<file path="config.mk">
export PLATFORM = sky130hd
export DESIGN_NAME = muldiv_seq
export DESIGN_NICKNAME = d
export VERILOG_FILES = /design/src/rtl/muldiv_pkg.sv /design/src/rtl/muldiv_seq.sv
export SDC_FILE = /design/constraint.sdc
export NUM_CORES = 1
export LEC_CHECK = 0
export CAP_MARGIN = 20
export CORE_MARGIN = 2
export CORE_UTILIZATION = 45
export DETAILED_ROUTE_END_ITERATION = 10
export PLACE_DENSITY = 0.68
export SKIP_CTS_REPAIR_TIMING = 1
export SLEW_MARGIN = 5
export SYNTH_ARGS = -nofsm -noshare
export SYNTH_HDL_FRONTEND = slang
export SYNTH_SLANG_ARGS = --single-unit
</file>
<file path="constraint.sdc">
create_clock -name clk -period 4.1 [get_ports clk]
set_input_delay 1.025 -clock clk [delete_from_list [all_inputs] [get_ports clk]]
set_output_delay 1.025 -clock clk [all_outputs]
set_load 0.05 [all_outputs]
</file>
<file path="src/rtl/muldiv_pkg.sv">
// muldiv_pkg: shared encodings for the iterative multiply/divide unit.
// Op codes are also used by the instruction decoder and ALU control, so the
// numeric values must not change.
package muldiv_pkg;

  typedef enum logic [1:0] {
    MD_MULT  = 2'b00,
    MD_MULTU = 2'b01,
    MD_DIV   = 2'b10,
    MD_DIVU  = 2'b11
  } md_op_e;

  typedef enum logic [1:0] {
    IDLE = 2'b00,
    CALC = 2'b01,
    SIGN = 2'b10,
    DONE = 2'b11
  } md_state_e;

  function automatic logic is_div(input md_op_e op);
    return (op == MD_DIV) || (op == MD_DIVU);
  endfunction

  function automatic logic is_signed_op(input md_op_e op);
    return (op == MD_MULT) || (op == MD_DIV);
  endfunction

endpackage

</file>
<file path="src/rtl/muldiv_seq.sv">
// muldiv_seq: iterative multiply/divide engine, one result bit per cycle.
//
// Ports:
//   clk, rst          clock (rising edge), synchronous active-high reset
//   start, op, a, b   request, operation (muldiv_pkg encoding), operands
//   cancel            flush; returns to IDLE without producing a result
//   busy              operation in flight (CALC or SIGN)
//   valid             one-cycle pulse, hi/lo hold a fresh result
//   hi, lo            product high/low half, or remainder/quotient
//   div_by_zero       qualifies valid: divide issued with b == 0
//
// Datapath: a 2*WIDTH shift register (acc) and one adder shared by both ops.
// Multiply shifts right, adding the multiplicand into the upper half when the
// current multiplier bit (acc[0]) is set. Divide shifts left, trial-subtracts
// the divisor from the partial remainder and keeps the difference when it
// does not borrow; the quotient bits fill in from the bottom.
module muldiv_seq
  import muldiv_pkg::*;
#(
  parameter int WIDTH = 32
) (
  input  logic             clk,
  input  logic             rst,
  input  logic             start,
  input  logic [1:0]       op,
  input  logic [WIDTH-1:0] a,
  input  logic [WIDTH-1:0] b,
  input  logic             cancel,
  output logic             busy,
  output logic             valid,
  output logic [WIDTH-1:0] hi,
  output logic [WIDTH-1:0] lo,
  output logic             div_by_zero
);

  localparam int CNT_W = $clog2(WIDTH) + 1;
  localparam int W2    = 2 * WIDTH;

  // Two's-complement negate when n is set (modulo 2^WIDTH / 2^(2*WIDTH)).
  function automatic logic [WIDTH-1:0] cond_neg(input logic [WIDTH-1:0] v,
                                                input logic n);
    return n ? ((~v) + WIDTH'(1)) : v;
  endfunction

  function automatic logic [W2-1:0] cond_neg2(input logic [W2-1:0] v,
                                              input logic n);
    return n ? ((~v) + W2'(1)) : v;
  endfunction

  md_state_e        state, state_nx;
  logic [CNT_W-1:0] cnt;

  md_op_e           op_in;
  md_op_e           op_r;
  logic             neg_q;     // negate product / quotient in SIGN
  logic             neg_r;     // negate remainder in SIGN
  logic [WIDTH-1:0] opb;       // |multiplicand| or |divisor|
  logic [W2-1:0]    acc;

  logic             accept;
  logic             dz;
  logic             a_neg, b_neg;
  logic [WIDTH-1:0] a_abs, b_abs;

  logic [WIDTH+1:0] add_x, add_y, add_s;
  logic             add_cin;

  logic [W2-1:0]    prod_fix;

  assign op_in  = md_op_e'(op);
  assign accept = start && !cancel && ((state == IDLE) || (state == DONE));
  assign dz     = is_div(op_in) && (b == '0);
  assign a_neg  = is_signed_op(op_in) && a[WIDTH-1];
  assign b_neg  = is_signed_op(op_in) && b[WIDTH-1];
  assign a_abs  = cond_neg(a, a_neg);
  assign b_abs  = cond_neg(b, b_neg);

  assign busy   = (state == CALC) || (state == SIGN);

  // Next-state logic; cancel overrides everything.
  always_comb begin
    state_nx = state;
    unique case (state)
      IDLE, DONE: begin
        if (accept)              state_nx = dz ? DONE : CALC;
        else if (state == DONE)  state_nx = IDLE;
      end
      CALC: if (cnt == CNT_W'(WIDTH - 1)) state_nx = SIGN;
      SIGN: state_nx = DONE;
      default: state_nx = IDLE;
    endcase
    if (cancel) state_nx = IDLE;
  end

  // Shared adder: add for multiply, subtract (x + ~y + 1) for divide.
  // The extra top bit is the borrow for the divide trial subtraction.
  always_comb begin
    add_x   = '0;
    add_y   = '0;
    add_cin = 1'b0;
    if (is_div(op_r)) begin
      add_x   = {1'b0, acc[W2-1:WIDTH-1]};
      add_y   = ~{2'b00, opb};
      add_cin = 1'b1;
    end else begin
      add_x   = {2'b00, acc[W2-1:WIDTH]};
      add_y   = acc[0] ? {2'b00, opb} : '0;
    end
    add_s = add_x + add_y + {{(WIDTH+1){1'b0}}, add_cin};
  end

  assign prod_fix = cond_neg2(acc, neg_q);

  // Control and result registers
  always_ff @(posedge clk) begin
    if (rst) begin
      state       <= IDLE;
      cnt         <= '0;
      valid       <= 1'b0;
      div_by_zero <= 1'b0;
      hi          <= '0;
      lo          <= '0;
    end else begin
      state       <= state_nx;
      valid       <= 1'b0;
      div_by_zero <= 1'b0;
      if (accept) begin
        cnt <= '0;
        if (dz) begin
          hi          <= a;
          lo          <= '1;
          valid       <= 1'b1;
          div_by_zero <= 1'b1;
        end
      end else if ((state == CALC) && !cancel) begin
        cnt <= cnt + CNT_W'(1);
      end else if ((state == SIGN) && !cancel) begin
        valid <= 1'b1;
        if (is_div(op_r)) begin
          hi <= cond_neg(acc[W2-1:WIDTH], neg_r);
          lo <= cond_neg(acc[WIDTH-1:0], neg_q);
        end else begin
          hi <= prod_fix[W2-1:WIDTH];
          lo <= prod_fix[WIDTH-1:0];
        end
      end
    end
  end

  // Datapath registers (no reset; only meaningful after an accept)
  always_ff @(posedge clk) begin
    if (accept) begin
      op_r  <= op_in;
      neg_q <= a_neg ^ b_neg;
      neg_r <= a_neg;
      opb   <= b_abs;
      acc   <= {{WIDTH{1'b0}}, a_abs};
    end else if (state == CALC) begin
      if (is_div(op_r)) begin
        if (add_s[WIDTH+1]) acc <= {acc[W2-2:0], 1'b0};
        else                acc <= {add_s[WIDTH-1:0], acc[WIDTH-2:0], 1'b1};
      end else begin
        acc <= {add_s[WIDTH:0], acc[WIDTH-1:1]};
      end
    end
  end

endmodule

</file>
==> impl_results.md <==
* Status: completed
* Vias in the first global route at roughly 12000
* Clock buffer depth at 2
* Minimum clock period at about 4 ns
* Post-synth EDFFs at 67
* Wire length of the first global-routing pass at around 63 mm
* Ant diodes at 0
* Skew final at around 0.013 ns
* Port bufs at ~140
* Post-synthesis cell count at 1574
* CTS clk-pin slew, worst paths at approximately 0.07 ns
* GRT overflow at 0
* CTS sink cnt at about 170
* Clock root cell: clkbuf_16
* Static Leak at a little under 0.006 uW
* Internal power at 3650 uW
* Pre-Repair DR Iteration Count at 6
* Crit path arrival time at between 4 and 5 ns
* Crit-path slowest cell: a31oi_1
* Final WL at 39.9 mm
* Final setup vio count at 0
* TritonCTS Buffers at 17
* Die width at 173 um
* Post-synth cell types at 84
* Psw at 2240 uW
* Synthesis-stage register bit count at between 150 and 200
* Post-Place Cells at approximately 2100
* Max Clk Rate at between 0.2 and 0.3 GHz
* Finished Layout Cells at 2118
* GP Congestion at ~0.95
* H-tree depth at 4
* Setup WS pre-CTS at around 0.043 ns
* DRT iter0 DRCs at roughly 1300
* Post-synth ARST share at 0
* CP startpoint kind: flop
* Initial antenna violation count at 0
* Slowest stage delay, CP at 0.55 ns
* Reg2Reg Depth at 12
* CP required at 4.44 ns
* Final worst slack at 0.198 ns
* Syn Std Cell Area at 12800 um2
* Max Cap Viol at 0
* Hold Path Stages at 2
* Synthesis Warnings at 0
* Slew Viols, Final at 0
* CP cell instances: buf_12, mux2_2, ha_1, a21oi_1, o21ai_0, a31oi_1, a2111oi_2, buf_4, or2_1, a311oi_1, o2111ai_1, o2111a_1
* Final setup TNS at 0 ns
* Nets at around 1800
* Drt via density at between 5 and 6
* Vias post-DR at approximately 12000
* Peak supply drop at about 0.27 mV
* Core area at 27900 um2
* CP Class: reg -> reg
* Most used DFF post-synth: dfxtp_1
* GRT Total Usage at 0.264
* Final HPWL DP at ~31 mm
* Power share of the combinational group at 0.365
* RSZ-0062 raised after global routing: true
* Layout cell share with drive strength beyond 1 at 0.119
* Area growth syn-to-layout at 22.1%
* Tightest Pin Transition at 1.02 ns
* Switching share of power at 0.381
* Avg Inst Size Synth at just over 8 um2
* Max FO, Critical Path at 40
* Worst skew pair latency at between 0.4 and 0.5 ns
* Hold WC Path Type: reg -> reg
* Period Utilization, post-route at 0.952
* Worst relative slew slack at 0.320
* DIE AREA at between 20000 and 30000 um2
* Hold_ws at roughly 0.48 ns
* Critical Path End Type: flop
* # IOs at ~140
* Num rows at between 60 and 70
* Drt wl/cell at ~19 um
* TritonCTS clock tree: done
* PwrDens at 376 nW/um2
* Chip Height at between 150 and 200 um
* Starting Density at 0.460
* Flop pwr share at 0.359
* Detail Route Antenna Nets at 0
* Placed Area at 15100 um2
* Post-synth net total at around 1700
* Clk pwr share at 0.277
* Drt drc at 0
* Hold Violations, Final at 0
* Post-synthesis sequential area ratio at 0.322
* Largest net degree at the start of global routing at between 100 and 150
* Flop2flop setup slack at roughly 0.20 ns
* Final instance area at 15700 um2
-- critical path, delay by kind of cell (launching register included) --
family	cells	cell delay [ns]
multiplexers	1	0.39
adder cells (fa/ha/maj)	1	0.40
AND/OR/NAND/NOR	1	0.24
AO/OA/AOI/OAI	7	1.79
buffers and inverters	2	0.44
flip-flops	1	0.50
-- synth_stat cells, types with 14 or more instances --
| cell | count | area share |
|---|---|---|
| mux2i_1 | 43 | 0.033 |
| a31oi_1 | 21 | 0.010 |
| xnor2_1 | 73 | 0.050 |
| o21ai_0 | 139 | 0.054 |
| or3_1 | 17 | 0.0083 |
| ha_1 | 40 | 0.039 |
| a21oi_1 | 86 | 0.033 |
| mux2_2 | 30 | 0.026 |
| o22ai_1 | 20 | 0.0097 |
| o31ai_1 | 30 | 0.018 |
| clkbuf_1 | 74 | 0.022 |
| a311oi_1 | 17 | 0.012 |
| a211oi_1 | 37 | 0.022 |
| nor2_1 | 146 | 0.043 |
| dfxtp_1 | 106 | 0.17 |
| edfxtp_1 | 67 | 0.16 |
| inv_1 | 32 | 0.0093 |
| xor2_1 | 67 | 0.046 |
| nand2_1 | 203 | 0.059 |
| nor3_1 | 49 | 0.019 |
| nand3_1 | 33 | 0.013 |
| o211ai_1 | 14 | 0.0082 |
| buf_2 | 17 | 0.0066 |
-- per-layer routing --
layer,vias up,wire [um],track usage,share of wire
li1,6125,-,-,-
met1,5794,17300,0.347,0.43
met2,477,18200,0.430,0.46
met3,84,2600,0.0367,0.065
met4,0,1740,0.120,0.044
met5,-,0,0,0
-- layout make-up --
| cell class | count | area [um2] |
|---|---|---|
| fill | 2672 | 12200 |
| multi-input combinational | 1266 | 8190 |
| sequential | 173 | 4130 |
| timing repair buffer | 236 | 2200 |
| tap | 378 | 473 |
| clock buffer | 17 | 425 |
| clock inverter | 15 | 145 |
| inverter | 33 | 126 |
-- state kept, by name (all words and copies together), names as in the netlist --
| signal | cells |
|---|---|
| acc | 64 |
| hi | 32 |
| lo | 32 |
| opb | 32 |
| cnt | 6 |
| state | 2 |
| div_by_zero | 1 |
| neg_q | 1 |
| neg_r | 1 |
| op_r | 1 |
| valid | 1 |
-- logic make-up (layout without fill, tap and decap cells) --
| family | count (synthesis) | after routing | synth area share |
|---|---|---|---|
| AO/OA/AOI/OAI | 460 | 460 | 0.235 |
| flip-flops | 173 | 173 | 0.322 |
| XOR/XNOR | 140 | 140 | 0.0954 |
| multiplexers | 73 | 73 | 0.0598 |
| AND/OR/NAND/NOR | 552 | 552 | 0.204 |
| buffers and inverters | 135 | 301 | 0.0434 |
| adder cells (fa/ha/maj) | 41 | 41 | 0.0405 |
-- worst paths after layout --
kind                 from      end
setup / recovery  op_r[1]  acc[58]
hold / removal     cnt[5]   cnt[5]
setup reg to reg  op_r[1]  acc[58]
hold reg to reg    cnt[5]   cnt[5]
-- layout by cell type (no fill, tap or decap), types with 6 or more instances in the layout --
cell type          n
nand2_1          203
nor2_1           145
o21ai_0          138
clkdlybuf4s50_1  135
dfxtp_1          106
buf_4             92
a21oi_1           86
xnor2_1           73
xor2_1            67
edfxtp_1          67
nor3_1            49
mux2i_1           43
ha_1              40
a211oi_1          37
nand3_1           33
inv_1             31
mux2_2            30
o31ai_1           30
a31oi_1           21
o22ai_1           20
or3_1             17
clkbuf_16         17
a311oi_1          16
o211ai_1          14
nor4_1            12
and3_1            12
nand2b_1          10
a21o_1            10
o41ai_1            9
or4_1              8
nand4_1            8
and2_1             8
o21a_1             7
or4_4              7
inv_8              7
buf_12             7
nor2b_1            6
-- power groups by stage --
| stage | Sequential (uW) | Clock [uW] | Combinational (uW) |
|---|---|---|---|
| 6_report | 2110 | 1630 | 2150 |
| 5_1_grt | 2130 | 1700 | 2360 |
| 4_1_cts | 2110 | 1630 | 2120 |
| 3_5_place_dp | 2150 | 0 | 2110 |
| 3_3_place_gp | 2140 | 0 | 2090 |
| 2_1_floorplan | 2150 | 0 | 1410 |
-- per-stage QoR --
stage,utilization,power (uW)
after CTS,0.561,5860
after global placement,0.540,4230
after global routing,0.562,6190
after detailed placement,0.540,4260
final,0.562,5890
after floorplan,-,3550
(Power assumes the default switching activity.)
